==> config.mk <==
export PLATFORM = sky130hd
export DESIGN_NAME = jk_counter_bank
export DESIGN_NICKNAME = d
export VERILOG_FILES = /design/src/rtl/jk_counter_bank.sv
export SDC_FILE = /design/constraint.sdc
export NUM_CORES = 1
export LEC_CHECK = 0
export ABC_AREA = 1
export CAP_MARGIN = 25
export CORE_MARGIN = 1.5
export CORE_UTILIZATION = 42
export CTS_BUF_LIST = sky130_fd_sc_hd__clkbuf_8 sky130_fd_sc_hd__clkbuf_16
export CTS_CLUSTER_DIAMETER = 50
export DETAILED_ROUTE_END_ITERATION = 8
export PLACE_DENSITY = 0.83
export SLEW_MARGIN = 40
export SYNTH_ARGS = -nofsm -noshare
export SYNTH_HDL_FRONTEND = slang
export SYNTH_SLANG_ARGS = --single-unit
export TNS_END_PERCENT = 50
==> constraint.sdc <==
create_clock -name clk -period 3.3 [get_ports clk]
set_input_delay 0.825 -clock clk [delete_from_list [all_inputs] [get_ports clk]]
set_output_delay 0.825 -clock clk [all_outputs]
set_load 0.05 [all_outputs]
==> src/rtl/jk_counter_bank.sv <==
`default_nettype none
// ============================================================================
// Module   : jk_counter_bank
// Purpose  : WIDTH-bit JK register bank that doubles as a modulo-MOD up/down
//            counter with parallel load. Define JK_CNT_SAT_EN for saturating
//            counting instead of wrapping.
// Revision : 1.0  initial release
// ============================================================================
module jk_counter_bank #(
   parameter int WIDTH     = 4,
   parameter int MOD       = 16,
   parameter int RESET_VAL = 0
) (
   input  logic             clk,
   input  logic             reset,
   input  logic             en,
   input  logic [1:0]       mode,
   input  logic [WIDTH-1:0] J,
   input  logic [WIDTH-1:0] K,
   input  logic [WIDTH-1:0] d,
   output logic [WIDTH-1:0] Q,
   output logic [WIDTH-1:0] Qbar,
   output logic             tc,
   output logic             wrap
);

   localparam logic [1:0]       c_mode_jk   = 2'b00;
   localparam logic [1:0]       c_mode_up   = 2'b01;
   localparam logic [1:0]       c_mode_down = 2'b10;
   localparam logic [1:0]       c_mode_load = 2'b11;
   localparam logic [WIDTH-1:0] c_max       = WIDTH'(MOD - 1);
   localparam logic [WIDTH-1:0] c_zero      = '0;
   localparam logic [WIDTH-1:0] c_rst       = WIDTH'(RESET_VAL);

   logic [WIDTH-1:0] r_q;
   logic             r_wrap;
   logic [WIDTH-1:0] w_q_nxt;
   logic             w_wrap_nxt;

   // "Out of range" is Q >= MOD, i.e. Q > MOD-1 at WIDTH bits.
   always_comb begin
      w_q_nxt    = r_q;
      w_wrap_nxt = 1'b0;
      if (en) begin
         case (mode)
            c_mode_jk: begin
               w_q_nxt = (J & ~r_q) | (~K & r_q);
            end
            c_mode_up: begin
               if (r_q >= c_max) begin
                  w_wrap_nxt = 1'b1;
`ifdef JK_CNT_SAT_EN
                  w_q_nxt    = c_max;
`else
                  w_q_nxt    = c_zero;
`endif
               end else begin
                  w_q_nxt = r_q + 1'b1;
               end
            end
            c_mode_down: begin
               if (r_q == c_zero) begin
                  w_wrap_nxt = 1'b1;
`ifdef JK_CNT_SAT_EN
                  w_q_nxt    = c_zero;
`else
                  w_q_nxt    = c_max;
`endif
               end else if (r_q > c_max) begin
                  w_wrap_nxt = 1'b1;
                  w_q_nxt    = c_max;
               end else begin
                  w_q_nxt = r_q - 1'b1;
               end
            end
            c_mode_load: begin
               if (d <= c_max) begin
                  w_q_nxt = d;
               end
            end
            default: begin
               w_q_nxt = r_q;
            end
         endcase
      end
   end

   always_ff @(posedge clk or posedge reset) begin
      if (reset) begin
         r_q    <= c_rst;
         r_wrap <= 1'b0;
      end else begin
         r_q    <= w_q_nxt;
         r_wrap <= w_wrap_nxt;
      end
   end

   assign Q    = r_q;
   assign Qbar = ~r_q;
   assign wrap = r_wrap;
   assign tc   = ((mode == c_mode_up)   && (r_q == c_max)) ||
                 ((mode == c_mode_down) && (r_q == c_zero));

endmodule
`default_nettype wire

; Word-level counts from Yosys, hierarchy flattened
; Cells that the tools add are included.
[word_totals]
output_inout_bits = 10
register_bits = 5
input_bits = 17
[op_classes]
n_bitwise = 5
add_sub_neg = 2
n_eq_ne = 5
n_reduce_logical = 6
n_lt_le_gt_ge = 3
mux = 10
[op_table]
columns = cell, count
row1 = $mux 4, 4
row2 = $pmux 4 s4, 1
row3 = $and 4x4->4, 2
row4 = $not 4->4, 2
row5 = $add 4x1->4 const B, 1
row6 = $eq 2x2->1 const B, 2
row7 = $eq 4x4->1 const B, 1
row8 = $ge 4x4->1 const B, 1
row9 = $gt 4x4->1 const B, 1
row10 = $le 4x4->1 const B, 1
row11 = $logic_not 4->1, 1
row12 = $mux 1, 4
row13 = $or 4x4->4, 1
row14 = $sub 4x1->4 const B, 1
row15 = $eq 2x1->1 const B, 1
row16 = $logic_and 1x1->1, 2
row17 = $logic_not 2->1, 1
row18 = $ne 2x2->1 const B, 1
row19 = $pmux 1 s2, 1
row20 = $reduce_and 2->1, 1
row21 = $logic_or 1x1->1, 1

; Depth between registers and ports, before layout
[logic_depth]
ltp_word = 5
ltp_mapped = 8

; Worst setup path before layout
; No wires, ideal clock.
[synth_path]
path_kind = register -> output
start = register r_q[0], in the netlist Q[0]
end = output port tc
n_path_buf = 0
setup_slack_ps = 525
stages_incl_launch_ff = 7
arrival_ps = 1950
cell_sequence = dfrtp_1 > inv_1 > ha_1 > nand3_2 > nor2_2 > a21oi_1 > inv_1
[synth_via]
elab_chain_len = 3
word_cells_on_any_way = 5
cone_classes = 1 x eq/ne / 4 x reduce/logical
[synth_rtl]
columns = element, line_no
row1 = from (decl), 35  ; logic [WIDTH-1:0] r_q;
row2 = from (signal assigned), 90  ; r_q <= c_rst;
row3 = from (signal assigned), 93  ; r_q <= w_q_nxt;
row4 = $eq 4x4->1 / $logic_not 4->1 (equally long branches), "101, 102"
row5 = $logic_and 1x1->1 (on tied branches), "101, 102"
row6 = $logic_or 1x1->1 (*), 101  ; assign tc = ((mode == c_mode_up) && (r_q == c_max)) ||
row7 = to (decl), 23  ; output logic tc,
; Mark *: on every way between the ends. The rest lies on a longest branch, timed or not.

; Final worst setup path
[layout_path]
start = input port mode[0]
end = output port tc
[layout_via]
elab_chain_len = 3
word_cells_on_any_way = 5
cone_classes = 2 x eq/ne / 3 x reduce/logical
[layout_rtl]
columns = element, line_no
row1 = from (decl), 17  ; input logic [1:0] mode,
row2 = $eq 2x1->1 / $eq 2x2->1 (equally long branches), "101, 102"
row3 = $logic_and 1x1->1 (on tied branches), "101, 102"
row4 = $logic_or 1x1->1 (*), 101
; Marked as above.

==> impl_summary.txt <==
----------------------------------------------------
[Status]
  Result of the run ... finished clean

[Floorplan]
  Die Width ... just under 40 µm
  Height of the die ... ~39 µm
  Die area ... between 1500 and 2000 µm²
  Ports ... 27
  Effective utilization at floorplan ... 47.6%
  Total number of placement rows ... 12
  Floorplan core area ... about 1200 µm²

[Min path]
  Hold crit path type ... reg -> reg
  Worst hold stages ... 2
  Launch point of the worst hold path ... Q[0]
  Hold EP ... Q[0]

[Critical path]
  Cell type group with the largest total delay on the critical path ... buffers and inverters
  FF-to-FF setup slack ... around 1.8 ns
  Most repeated library cell on the critical path ... sky130_fd_sc_hd__inv_1
  Reg-to-reg critical path startpoint ... Q[0]
  Worst setup path class ... in -> out
  Data required time of the critical path ... ~2.5 ns
  Peak per-stage delay on the critical path ... slightly above 0.5 ns
  R2r worst-path depth ... 8
  CP Cell Sequence ... clkdlybuf4s50_1 -> inv_1 -> ha_1 -> inv_1 -> nor2_2 -> a21oi_1 -> inv_1 -> buf_4
  Critical path buffer and inverter count ... 5
  Category of the worst setup path capture point ... output port
  Critical Path Slowest Stage Cell ... sky130_fd_sc_hd__clkdlybuf4s50_1
  Critical path fanouts, max ... 3
  Startpoint type of the worst setup path ... input port
  Arrival @ worst endpoint ... about 2.2 ns
  Endpoint of the worst register-to-register path ... Q[2]

[Global routing]
  Combined global-route utilization of all metal layers ... 23.6%
  Most utilized layer in the global route result ... met2
  Remaining global-route overflow ... 0
  Maximum number of pins on one net before global-route repair ... 9
  Met1 GRT Util ... about 25%
  Via count of the first global-routing pass ... around 620
  Antenna violations before repair ... 0
  Met3 layer usage reported by global route ... roughly a tenth
  Met2 Track Usage GR ... 41.4%
  First-pass GRT wire length ... ~2400 µm

[Timing]
  Number of max-slew violations in the final report ... 0
  Post-layout min period ... between 3 and 4 ns
  Setup repair after global routing missed its margin ... false
  Final hold viol count ... 0
  Total Neg Setup Slack ... 0 ns
  Maximum clock frequency ... 328 MHz
  Period utilization ... between 90 and 100%
  Final Hold Slack ... 0.639 ns
  Min setup slack post-route ... between 0.2 and 0.3 ns
  Final Setup Violations ... 0
  Final Skew ... around 0.0054 ns
  Worst Tran Pin Value ... 0.495 ns
  Worst-case headroom to the max-slew limit ... 66.9%

[Drt]
  Length of the first detailed-routing pass in iterations ... 4
  Initial DRC Count ... 17
  Aggregate routed wire length ... about 1500 µm
  Average vias per placed instance ... slightly above 5
  Vias after detailed routing ... between 600 and 700
  ANT nets after route ... 0
  Residual DRC ... 0
  Routed wire per std cell ... between 10 and 15 µm

[Finish]
  Most common library cell in the layout ignoring fill and taps ... sky130_fd_sc_hd__clkdlybuf4s50_1
  Fraction of layout instances using a drive strength above 1 ... 11.7%
  Count of antenna diodes in the layout ... 0
  Layout Nets ... 135
  Filler-free cell count of the finished design ... 125
  Synthesis-to-finish area growth ... 55.4%
  Leading cell types in the layout, fill and taps excluded ... sky130_fd_sc_hd__clkdlybuf4s50_1 (25), sky130_fd_sc_hd__nand2_1 (21), sky130_fd_sc_hd__inv_1 (13)
  Number of inserted filler cells in the final layout ... between 100 and 150
  Storage cell area ... between 100 and 150 µm²
  Area used by multi-input combinational logic ... roughly 360 µm²

[Clock network]
  Number of buffers inserted by post-CTS setup repair ... 0
  H-tree depth reported by CTS ... 1
  Hold-fix buffer count after cts ... 0
  CTS tree ... yes
  Buffer cell driving the clock tree root ... sky130_fd_sc_hd__clkbuf_8
  Number of buffers on the longest clock path ... 2
  Sinks on the clock net ... 5
  Clock latency of the later-clocked register in the worst-skew pair ... roughly 0.23 ns
  Clock-pin transition on the worst setup and hold timing paths ... around 0.030 ns
  Number of cells upsized or downsized after cts ... 0
  Number of buffers added by the clock tree synthesis step ... 3

[Logic synthesis]
  Area of the mapped netlist ... between 500 and 600 µm²
  Count of unique library cells instantiated by Yosys ... 19
  Gate Count Post-Synth ... slightly above 80
  Flops & latches, synth ... 5
  Net count after synthesis ... ~110
  Number of warnings reported in the yosys synthesis log ... 0
  Share of synthesized area occupied by flip-flops and latches ... 22.4%
  Mean Syn Cell Area ... approximately 6.8 µm²

[Power]
  Power density cells ... roughly 460 nW/µm²
  P_leak ... 0.429 nW
  Post-route total power ... about 400 µW
  IR Drop Worst-Case VDD ... roughly 0.33 mV

[Place]
  HPWL after detailed placement ... roughly 1100 µm
  Quantity of I/O buffers inserted on ports ... 26
  Placed insts ... 121
  Pre-CTS setup slack ... 0.245 ns
  Final weighted congestion of routability-driven global placement ... 0.856

[Job]
  Max_cap viols ... 0

----------------------------------------------------
## state kept, by name, indices dropped and copies added, names as in the netlist
name and flops:
Q 4, wrap 1
## layout make-up
| class | count | area share (%) |
|---|---|---|
| Sequential cell | 5 | 14.4 |
| Clock inverter | 1 | 0.433 |
| Tap cell | 14 | 2.02 |
| Timing Repair Buffer | 26 | 29.7 |
| Multi-Input combinational cell | 62 | 41.1 |
| Clock buffer | 3 | 4.76 |
| Inverter | 14 | 7.50 |
## power by group
part	internal (mW)	leakage (nW)	switching [mW]
Combinational	0.0742	0.342	0.121
Sequential	0.0694	0.0606	0.0195
Clock	0.0801	0.0269	0.0344
Total	0.224	0.429	0.175
## worst reg2reg max path: stages, from the launching register on
cell	delay, ns
sky130_fd_sc_hd__dfrtp_1	0.43
sky130_fd_sc_hd__inv_1	0.17
sky130_fd_sc_hd__ha_1	0.29
sky130_fd_sc_hd__inv_1	0.07
sky130_fd_sc_hd__nor2_1	0.04
sky130_fd_sc_hd__o21ai_0	0.17
sky130_fd_sc_hd__nand3_1	0.09
sky130_fd_sc_hd__nand2_1	0.09
sky130_fd_sc_hd__a22oi_2	0.05
## stage by stage
stage | utilization (%) | cell area, µm²
floorplan | - | 558
global placement | 70.2 | 822
CTS | 74.0 | 867
global route | 74.0 | 867
detailed placement | 70.2 | 822
finish | 74.0 | 867
## routing by layer
metal / part of all wire [%] / vias to the layer above
met2: 53 / 28
met5: 0 / -
met3: 6.3 / 0
met1: 41 / 291
met4: 0 / 0
li1: - / 322
## how the worst max path moves through the flow
| stage | cells after the start | end | slack [ns] | startpoint |
|---|---|---|---|---|
| floorplan | 6 | tc | 0.52 | Q[0] |
| global placement | 8 | tc | 0.32 | mode[0] |
| detailed placement | 8 | tc | 0.24 | mode[0] |
| CTS | 8 | tc | 0.24 | mode[0] |
| global route | 8 | tc | 0.14 | mode[0] |
| finish | 8 | tc | 0.25 | mode[0] |
## Yosys cell counts (all sizes together)
library cell	instances	share of area, %
nand2	21	14
ha	6	13
buf	1	2.0
nand3	8	9.0
dfrtp	5	22
a21oi	8	8.5
nor2	8	6.3
nand4	1	1.1
a22oi	2	3.6
xor2	1	1.6
o21ai	7	6.3
clkinv	1	2.9
inv	13	8.7
## cell families (layout without fill, tap and decap cells)
kind of cell               after synthesis  in the layout  synth area share [%]
adders and majority gates                6              6                  13.5
buffers and inverters                   15             44                  13.7
DFF                                      5              5                  22.4
AOI/OAI and AO/OA                       17             17                  18.4
xor gates and xnor gates                 1              1                  1.57
and+or+nand+nor                         38             38                  30.5
(Power assumes the default switching activity.)
